**src/rtl/mips_isa_pkg.sv**
```systemverilog
// MIPS ISA definitions shared by the decode stage: opcodes, field
// positions, instruction classes, stage states and the decoded bundle.
package mips_isa_pkg;

   localparam logic [5:0] OPC_RTYPE = 6'h00;
   localparam logic [5:0] OPC_J     = 6'h02;
   localparam logic [5:0] OPC_JAL   = 6'h03;
   localparam logic [5:0] OPC_ANDI  = 6'h0C;
   localparam logic [5:0] OPC_ORI   = 6'h0D;
   localparam logic [5:0] OPC_XORI  = 6'h0E;

   // Least-significant bit of each instruction field
   localparam int OPC_LSB = 26;
   localparam int RS_LSB  = 21;
   localparam int RT_LSB  = 16;
   localparam int RD_LSB  = 11;
   localparam int SA_LSB  = 6;
   localparam int FUN_LSB = 0;

   typedef enum logic [1:0] {
      IC_R = 2'b00,
      IC_I = 2'b01,
      IC_J = 2'b10
   } iclass_t;

   typedef enum logic [1:0] {
      ST_EMPTY = 2'b00,
      ST_FULL  = 2'b01,
      ST_SKID  = 2'b10
   } stage_state_t;

   // Width-independent part of a decoded instruction
   typedef struct packed {
      logic [5:0]  opc;
      logic [4:0]  rs;
      logic [4:0]  rt;
      logic [4:0]  rd;
      logic [4:0]  sa;
      logic [5:0]  fun;
      logic [25:0] iindex;
      iclass_t     iclass;
   } fields_t;

   // Logical immediates are zero-extended; everything else sign-extends
   function automatic logic imm_is_zext(input logic [5:0] opc);
      return (opc == OPC_ANDI) || (opc == OPC_ORI) || (opc == OPC_XORI);
   endfunction

endpackage

```
**src/rtl/instr_decode_stage_if.sv**
```systemverilog
// Upstream (fetch) and downstream (register read) connections of the
// decode stage.
//
// Handshake: a transfer happens on a rising edge where valid && ready are
// both high. The producer holds its payload steady while valid is high and
// ready is low; ready may be high without valid. The stage keeps its
// outputs stable while out_valid && !out_ready.
interface instr_decode_stage_if
   import mips_isa_pkg::*;
#(
   parameter int XLEN = 32,
   parameter int PC_W = 32
);
   logic            in_valid;
   logic            in_ready;
   logic [31:0]     in_instr;
   logic [PC_W-1:0] in_pc;

   logic            out_valid;
   logic            out_ready;
   logic [5:0]      opc;
   logic [5:0]      fun;
   logic [4:0]      rs;
   logic [4:0]      rt;
   logic [4:0]      rd;
   logic [4:0]      sa;
   logic [XLEN-1:0] imm_ext;
   logic [25:0]     iindex;
   logic [PC_W-1:0] jtarget;
   iclass_t         iclass;
   logic [PC_W-1:0] out_pc;

   modport master (
      output in_valid, in_instr, in_pc, out_ready,
      input  in_ready, out_valid, opc, fun, rs, rt, rd, sa,
             imm_ext, iindex, jtarget, iclass, out_pc
   );

   modport slave (
      input  in_valid, in_instr, in_pc, out_ready,
      output in_ready, out_valid, opc, fun, rs, rt, rd, sa,
             imm_ext, iindex, jtarget, iclass, out_pc
   );
endinterface

```
**src/rtl/instr_field_decode.sv**
```systemverilog
// Combinational field splitter: slices the instruction, extends the
// immediate, forms the J-type target and classifies the instruction.
module instr_field_decode
   import mips_isa_pkg::*;
#(
   parameter int XLEN = 32,
   parameter int PC_W = 32
) (
   input  logic [31:0]     instr,
   input  logic [PC_W-1:0] pc,
   output fields_t         fields,
   output logic [XLEN-1:0] imm_ext,
   output logic [PC_W-1:0] jtarget
);

   logic [5:0]      opc;
   logic [15:0]     imm16;
   logic [PC_W-1:0] pc_plus4;

   // Extract fields and derive immediate, jump target and class
   always_comb begin
      opc           = instr[OPC_LSB +: 6];
      imm16         = instr[15:0];
      fields.opc    = opc;
      fields.rs     = instr[RS_LSB +: 5];
      fields.rt     = instr[RT_LSB +: 5];
      fields.rd     = instr[RD_LSB +: 5];
      fields.sa     = instr[SA_LSB +: 5];
      fields.fun    = instr[FUN_LSB +: 6];
      fields.iindex = instr[25:0];

      if (opc == OPC_RTYPE) begin
         fields.iclass = IC_R;
      end else if ((opc == OPC_J) || (opc == OPC_JAL)) begin
         fields.iclass = IC_J;
      end else begin
         fields.iclass = IC_I;
      end

      if (imm_is_zext(opc)) begin
         imm_ext = XLEN'(imm16);
      end else begin
         imm_ext = XLEN'($signed(imm16));
      end

      // pc+4 wraps naturally at PC_W bits; only its region bits survive
      pc_plus4 = pc + PC_W'(4);
      jtarget  = (pc_plus4 & ~PC_W'(28'hFFF_FFFF)) | PC_W'({instr[25:0], 2'b00});
   end

endmodule

```
**src/rtl/instr_decode_stage.sv**
```systemverilog
// Registered decode stage between fetch and register read. Decodes at the
// input, then holds the decoded bundle in a main register plus an optional
// skid register so a registered in_ready still sustains one per cycle.
module instr_decode_stage
   import mips_isa_pkg::*;
#(
   parameter int XLEN = 32,
   parameter int PC_W = 32,
   parameter bit SKID = 1'b1
) (
   input  logic                 clk,
   input  logic                 reset,
   input  logic                 flush,
   instr_decode_stage_if.slave  bus,
   output stage_state_t         debug_state
);

   typedef struct packed {
      fields_t         f;
      logic [XLEN-1:0] imm_ext;
      logic [PC_W-1:0] jtarget;
      logic [PC_W-1:0] pc;
   } bundle_t;

   fields_t         dec_fields;
   logic [XLEN-1:0] dec_imm;
   logic [PC_W-1:0] dec_jt;
   bundle_t         dec;
   bundle_t         main_q, main_d;
   bundle_t         skid_q, skid_d;
   stage_state_t    state, state_d;
   logic            ready_q;
   logic            accept;

   instr_field_decode #(.XLEN(XLEN), .PC_W(PC_W)) u_field_decode (
      .instr   (bus.in_instr),
      .pc      (bus.in_pc),
      .fields  (dec_fields),
      .imm_ext (dec_imm),
      .jtarget (dec_jt)
   );

   assign dec = '{f: dec_fields, imm_ext: dec_imm, jtarget: dec_jt, pc: bus.in_pc};

   if (SKID) begin : g_skid
      // Registered ready, held low during reset
      assign bus.in_ready = ready_q && !reset;
   end else begin : g_noskid
      // Single register: accept whenever the slot is free or draining
      assign bus.in_ready = !reset && (!bus.out_valid || bus.out_ready);
   end

   // A flush drops whatever is arriving in the same cycle
   assign accept = bus.in_valid && bus.in_ready && !flush;

   // Next state and register loads; skid entry is always older than new input
   always_comb begin
      state_d = state;
      main_d  = main_q;
      skid_d  = skid_q;
      case (state)
         ST_EMPTY: begin
            if (accept) begin
               main_d  = dec;
               state_d = ST_FULL;
            end
         end
         ST_FULL: begin
            if (accept && bus.out_ready) begin
               main_d = dec;
            end else if (accept) begin
               skid_d  = dec;
               state_d = ST_SKID;
            end else if (bus.out_ready) begin
               state_d = ST_EMPTY;
            end
         end
         ST_SKID: begin
            if (bus.out_ready) begin
               main_d  = skid_q;
               state_d = ST_FULL;
            end
         end
         default: state_d = ST_EMPTY;
      endcase
      if (flush) begin
         state_d = ST_EMPTY;
      end
   end

   // State, data registers and registered ready
   always_ff @(posedge clk) begin
      if (reset) begin
         state   <= ST_EMPTY;
         main_q  <= '0;
         skid_q  <= '0;
         ready_q <= 1'b1;
      end else begin
         state   <= state_d;
         main_q  <= main_d;
         skid_q  <= skid_d;
         ready_q <= (state_d != ST_SKID);
      end
   end

   assign bus.out_valid = (state != ST_EMPTY);
   assign bus.opc       = main_q.f.opc;
   assign bus.fun       = main_q.f.fun;
   assign bus.rs        = main_q.f.rs;
   assign bus.rt        = main_q.f.rt;
   assign bus.rd        = main_q.f.rd;
   assign bus.sa        = main_q.f.sa;
   assign bus.iindex    = main_q.f.iindex;
   assign bus.iclass    = main_q.f.iclass;
   assign bus.imm_ext   = main_q.imm_ext;
   assign bus.jtarget   = main_q.jtarget;
   assign bus.out_pc    = main_q.pc;
   assign debug_state   = state;

endmodule

```
**src/flat_wrapper.sv**
```systemverilog
// flat-port wrapper written by rule: the top's interface ports become plain ports
module instr_decode_stage_flat import mips_isa_pkg::*;
#(
   parameter int XLEN = 32,
   parameter int PC_W = 32,
   parameter bit SKID = 1'b1
)
  (clk, reset, flush, debug_state, bus_in_valid, bus_in_instr, bus_in_pc, bus_out_ready, bus_in_ready, bus_out_valid, bus_opc, bus_fun, bus_rs, bus_rt, bus_rd, bus_sa, bus_imm_ext, bus_iindex, bus_jtarget, bus_iclass, bus_out_pc);
  instr_decode_stage_if #(.XLEN(XLEN), .PC_W(PC_W)) bus_i ();
  input  logic clk;
  input  logic reset;
  input  logic flush;
  output stage_state_t debug_state;
  input wire logic [$bits(bus_i.in_valid)-1:0] bus_in_valid;
  input wire logic [$bits(bus_i.in_instr)-1:0] bus_in_instr;
  input wire logic [$bits(bus_i.in_pc)-1:0] bus_in_pc;
  input wire logic [$bits(bus_i.out_ready)-1:0] bus_out_ready;
  output wire logic [$bits(bus_i.in_ready)-1:0] bus_in_ready;
  output wire logic [$bits(bus_i.out_valid)-1:0] bus_out_valid;
  output wire logic [$bits(bus_i.opc)-1:0] bus_opc;
  output wire logic [$bits(bus_i.fun)-1:0] bus_fun;
  output wire logic [$bits(bus_i.rs)-1:0] bus_rs;
  output wire logic [$bits(bus_i.rt)-1:0] bus_rt;
  output wire logic [$bits(bus_i.rd)-1:0] bus_rd;
  output wire logic [$bits(bus_i.sa)-1:0] bus_sa;
  output wire logic [$bits(bus_i.imm_ext)-1:0] bus_imm_ext;
  output wire logic [$bits(bus_i.iindex)-1:0] bus_iindex;
  output wire logic [$bits(bus_i.jtarget)-1:0] bus_jtarget;
  output wire logic [$bits(bus_i.iclass)-1:0] bus_iclass;
  output wire logic [$bits(bus_i.out_pc)-1:0] bus_out_pc;
  assign bus_i.in_valid = bus_in_valid;
  assign bus_i.in_instr = bus_in_instr;
  assign bus_i.in_pc = bus_in_pc;
  assign bus_i.out_ready = bus_out_ready;
  assign bus_in_ready = bus_i.in_ready;
  assign bus_out_valid = bus_i.out_valid;
  assign bus_opc = bus_i.opc;
  assign bus_fun = bus_i.fun;
  assign bus_rs = bus_i.rs;
  assign bus_rt = bus_i.rt;
  assign bus_rd = bus_i.rd;
  assign bus_sa = bus_i.sa;
  assign bus_imm_ext = bus_i.imm_ext;
  assign bus_iindex = bus_i.iindex;
  assign bus_jtarget = bus_i.jtarget;
  assign bus_iclass = bus_i.iclass;
  assign bus_out_pc = bus_i.out_pc;
  instr_decode_stage #(.XLEN(XLEN), .PC_W(PC_W), .SKID(SKID)) u_core (.clk(clk), .reset(reset), .flush(flush), .bus(bus_i), .debug_state(debug_state));
endmodule
```
**config.mk**
```make
export PLATFORM = sky130hd
export DESIGN_NAME = instr_decode_stage_flat
export DESIGN_NICKNAME = d
export VERILOG_FILES = /design/src/rtl/mips_isa_pkg.sv /design/src/rtl/instr_decode_stage_if.sv /design/src/rtl/instr_field_decode.sv /design/src/rtl/instr_decode_stage.sv /design/src/flat_wrapper.sv
export SDC_FILE = /design/constraint.sdc
export NUM_CORES = 1
export LEC_CHECK = 0
export BUFFER_PORTS_ARGS = -buffer_cell sky130_fd_sc_hd__clkbuf_2
export CAP_MARGIN = 5
export CELL_PAD_IN_SITES_DETAIL_PLACEMENT = 0
export CELL_PAD_IN_SITES_GLOBAL_PLACEMENT = 2
export CORE_ASPECT_RATIO = 1.25
export CORE_MARGIN = 2
export CORE_UTILIZATION = 25
export CTS_CLUSTER_SIZE = 10
export DETAILED_ROUTE_END_ITERATION = 8
export PLACE_DENSITY_LB_ADDON = 0.1
export SYNTH_ARGS = -nofsm -noshare
export SYNTH_HDL_FRONTEND = slang
export SYNTH_HIERARCHICAL = 1
export SYNTH_SLANG_ARGS = --single-unit
```
**constraint.sdc**
```tcl
create_clock -name clk -period 5.01 [get_ports clk]
set_clock_uncertainty 0.1 [all_clocks]
set_input_delay 0.7515 -clock clk [delete_from_list [all_inputs] [get_ports clk]]
set_output_delay 0.7515 -clock clk [all_outputs]
set_load 0.01 [all_outputs]
```
## Word level (Yosys, flattened, before mapping)

Index checks and enable logic that the tools add are counted.

- Bits in registers: 315
- Input port bits: 69
- Output and inout bits: 160

- Muxes and demuxes: 14
- Add/sub/neg operators: 1
- Bitwise operators: 2
- Equality and inequality tests: 11
- Reductions and logical operators: 15

Operators by type and width:

| kind | number |
|---|---|
| $mux 156 | 3 |
| $pmux 156 s3 | 1 |
| $add 32x3->32 const B | 1 |
| $mux 32 | 1 |
| $or 32x28->32 | 1 |
| $eq 6x4->1 const B | 3 |
| $mux 2 | 8 |
| $eq 6x2->1 const B | 2 |
| $logic_not 6->1 | 1 |
| $pmux 2 s3 | 1 |
| $logic_and 1x1->1 | 4 |
| $ne 2x1->1 const B | 2 |
| $ne 2x2->1 const B | 2 |
| $reduce_and 4->1 | 1 |
| $logic_or 1x1->1 | 3 |
| $reduce_and 3->1 | 1 |
| $reduce_bool 3->1 | 1 |
| $eq 2x1->1 const B | 1 |
| $eq 2x2->1 const B | 1 |
| $logic_not 1->1 | 2 |
| $logic_not 2->1 | 1 |
| $reduce_bool 2->1 | 1 |
| $not 1->1 | 1 |

## Depth between registers and ports, before layout

- Depth in word-level cells: 9
- Mapped depth: 7

## By module

The synthesis kept the hierarchy.

Modules (own cells, without submodules):

| module | cells an instance | instances | seq. area each (um^2) | area an instance (um^2) |
|---|---|---|---|---|
| instr_decode_stage | 1,411 | 1 | 6,306.0 | 12,380.6 |
| instr_field_decode | 143 | 1 | 0.0 | 1,048.5 |

## Worst setup path after synthesis

No wires, ideal clock.

- Path kind: input-to-reg
- Start: input port reset
- End: register u_core.main_q (netlist bit u_core/bus.fun[5])
- Setup time: 0.081 ns
- Stages: 7
- Data required time: 4.829 ns
- Data arrival time: 2.116 ns
- Setup slack: 2.713 ns
- Cell sequence: clkbuf_1 or3b_1 a32oi_2 buf_6 buf_6 nor2_1 a211oi_2

- Cells in the longest elaborated chain, start to end: 7
- Elaborated cells on any way between the ends: 8
- Those cells by class: eq/ne (2); reduce/logical (6)

RTL lines:

| item | line | RTL |
|---|---|---|
| from (decl) | flat_wrapper.sv:11 | `input logic reset;` |
| $logic_not 1->1 | instr_decode_stage.sv:47 | `assign bus.in_ready = ready_q && !reset;` |
| $logic_and 1x1->1 | instr_decode_stage.sv:47 |  |
| $logic_and 1x1->1 (2 in series) | instr_decode_stage.sv:54 | `assign accept = bus.in_valid && bus.in_ready && !flush;` |
| $logic_and 1x1->1 | instr_decode_stage.sv:69 | `if (accept && bus.out_ready) begin` |
| $ne 2x1->1 (no line) | -- |  |
| $reduce_and 4->1 (no line) | -- |  |
| to (signal assigned) | instr_decode_stage.sv:100 | `main_q <= main_d;` |
| to (decl) | instr_decode_stage.sv:29 | `bundle_t main_q, main_d;` |

Parallel ways exist; a longest one is shown, timed or not.
A chain may end at the register's enable or synchronous reset.

## Final worst setup path

- Start: register u_core.state[0] (netlist: u_core/debug_state[0])
- End: register u_core.main_q (netlist bit u_core/bus.iindex[13])

- Cells in the longest elaborated chain, start to end: 3
- Elaborated cells on any way between the ends: 9
- Those cells by class: eq/ne (5); mux (1); reduce/logical (3)

RTL lines:

| item | line | RTL |
|---|---|---|
| from (decl) | instr_decode_stage.sv:31 | `stage_state_t state, state_d;` |
| from (signal assigned) | instr_decode_stage.sv:99 | `state <= state_d;` |
| $eq 2x1->1 (tied with other cells) | instr_decode_stage.sv:61 | `case (state)` |
| $ne 2x1->1 (no line) (tied with other cells) | -- |  |
| $reduce_and 4->1 (no line) | -- |  |

Parallel ways exist; a longest one is shown, timed or not.

==> impl_metrics.toml <==
[worst_setup_path]
critPathMaxFanout = 70
critPathTopFamily = "simple AND/OR/NAND/NOR gates"
critical-path-max-stage-delay_ns = 0.87
slowest_stage = "nand2b_4"
crit_buf_inv = 1
critPathCaptureType = "flip-flop"
crit_chain = "nand2b_4 -> buf_4 -> o22ai_1 -> a211oi_2"
crit_type = "reg -> reg"
reg2reg_slack_ns = 1.99
crit_arrival_ns = 3.38
required_ns = 5.37
worst_setup_path_start_kind = "flip-flop"

[cells_and_area]
n_antenna_cell = 0
fill_cells = 5739
nNetsFinal = 1653
area_growth_pct = 14.0
utilization_pct = 28.6
seqCellArea_sq_um = 6310
mostFrequentLayoutCells = "315 x nand2_1, 315 x dfxtp_1, 227 x clkbuf_2, 157 x a21oi_1, 157 x o22ai_1"
multi_input_area_sq_um = 5620
drive_above_1_share_pct = 25.7

[logic_synthesis]
ys_warn_count = 6
synthDistinctLibCells = 36
postSynthAreaPerCell_sq_um = 8.64
yosysSeqAreaShare_pct = 47.0
syn-instance-count = 1554
syn_area_sq_um = 13400
ys_ff_latch = 315

[status]
status = "finished, final reports clean"

[floorplanning]
rows = 95
initial_core_util_pct = 25.1
die_w_microns = 211
dieHeight_microns = 263
ios = 229
die_area_sq_um = 55600
coreArea_sq_um = 53500

[cts]
cts-hold-fix-buffers = 0
insertion_delay_ns = 0.54
cts-htree-levels = 2
root_buffer = "clkbuf_16"
numCtsBuffers = 40
cts.path.max_buffers = 3
cts_tree = "done"
cts_setup_buffers = 0
cts.sinks = 315
cts_resized = 0
clkTransAtPathRegs_ns = 0.06

[sta]
finalCriticalPeriod_ns = 3.02
timing.slew.headroom_pct = 26.1
rsz0062_at_grt = "no"
setup_viol_count_final = 0
fin_hold_ws_ns = 0.347
maxSlewViolCount = 0
clock.fmax_mhz = 331
setup_tns_ns = 0
worstMarginPinSlew_ns = 1.11
post-route-period-util_pct = 60.3
timing_hold_violations_final = 0

[placement]
portBuffers = 228
place_congestion = 0.694
hpwl_microns = 27500

[detailed_routing]
top_layer = "met5"
via_count = 10921
postRouteWirelength_microns = 47400
avgRoutedWirePerCell_microns = 20.8
drc = 0
met1Wirelength_microns = 20600
drt-initial-drc-count = 505
drt-pass1-iter-count = 5
wl_met3_microns = 2760
routed_via_density = 4.78
ant_nets = 0
wl_met2_microns = 23200

[pwr]
p_leak_nw = 5.34
power_density_nw_per_um2 = 394
power_w = 0.00602
peakVddDrop_mv = 0.205

[global_route]
antenna_found_initial = 1
overflow = 0
track_usage_pct = 16.9
grt_max_degree = 157
grt_pass1_vias = 10714
grt_pass1_wl_microns = 71500

[worst_hold_path]
hold_class = "in -> reg"

[run]
cap_violations = 0
kinds of logic after synthesis:
| family | count (synthesis) | share of synthesized area, % |
|---|---|---|
| xor gates and xnor gates | 4 | 0.261 |
| other | 1 | 0.0279 |
| and+or+nand+nor | 502 | 14.7 |
| muxes | 1 | 0.0745 |
| DFF | 315 | 47.0 |
| buffers and inverters | 257 | 11.6 |
| AOI/OAI and AO/OA | 474 | 26.4 |
report_power, final:
group / switching (W) / leakage, nW / internal, W / total (W)
clock: 0.00111 / 0.571 / 0.00158 / 0.00269
sequential: 0.0000625 / 2.56 / 0.00260 / 0.00267
combinational: 0.000443 / 2.21 / 0.000225 / 0.000668
flip-flops by register name, summed over array words and instances (netlist names):
register and count:
u_core/bus.fun 6, u_core/bus.iclass 2, u_core/bus.iindex 26, u_core/bus.imm_ext 32, u_core/bus.jtarget 32, u_core/bus.opc 6, u_core/bus.out_pc 32, u_core/bus.rd 5
u_core/bus.rs 5, u_core/bus.rt 5, u_core/bus.sa 5, u_core/debug_state 2, u_core/ready_q 1, u_core/skid_q 156
stage by stage:
stage                     setup WS, ns  cells  cell area [sq um]
after floorplan                   2.71   1555              13400
after global placement            1.62   2221              14100
after detailed placement          1.62   2221              14100
after CTS                         1.92   2284              15300
after global routing              1.73   2284              15300
final                             1.99   2284              15300
worst reg2reg max path: cells and delay by family, from the launching register on:
family / cells / cell delay, ns
buffers and inverters: 1 / 0.83
AO/OA/AOI/OAI: 2 / 0.56
AND/OR/NAND/NOR: 1 / 0.87
flip-flops: 1 / 0.58
worst paths after layout:
check                         from                     to  cells past startpoint
max          u_core/debug_state[0]  u_core/bus.iindex[13]                      4
min                          flush  u_core/debug_state[0]                      2
max reg2reg  u_core/debug_state[0]  u_core/bus.iindex[13]                      4
min reg2reg      u_core/skid_q[97]      u_core/skid_q[97]                      2
Yosys cell counts, drive strengths merged:
library cell  instances  area, sq um
nand2               315         1180
and2                  2         12.5
o22ai               157          982
nor3                  2         10.0
nand3b                2         15.0
a211oi              156         1740
clkbuf               88          330
and3                  1         6.26
a21boi                1         7.51
and3b                 1         8.76
or4                   1         7.51
nand2b                2         12.5
a21oi               157          786
or2                   1         6.26
conb                  1         3.75
nor2                156          586
buf                 167         1210
nor2b                 2         12.5
xnor2                 4         35.0
nand3                 6         30.0
or3b                  1         8.76
mux2i                 1         10.0
nor3b                 1         7.51
o21ai                 1         5.00
o31a                  1         8.76
inv                   2         7.51
a32oi                 1         16.3
dfxtp               315         6310
nand4                 7         50.1
nor4                  2         18.8
layout make-up:
type                            count  share of cell area, %
Timing Repair Buffer              242                   8.78
Clock inverter                      1                 0.0572
Clock buffer                       62                   7.61
Inverter                            2                 0.0491
Sequential cell                   315                   41.2
Tap cell                          679                   5.55
Multi-Input combinational cell    983                   36.7
metal layers:
layer	up-vias	track usage, %
li1	5353	-
met3	51	4.32
met5	-	0
met4	2	3.90
met1	5279	21.5
met2	236	28.4
(Power assumes the default switching activity.)
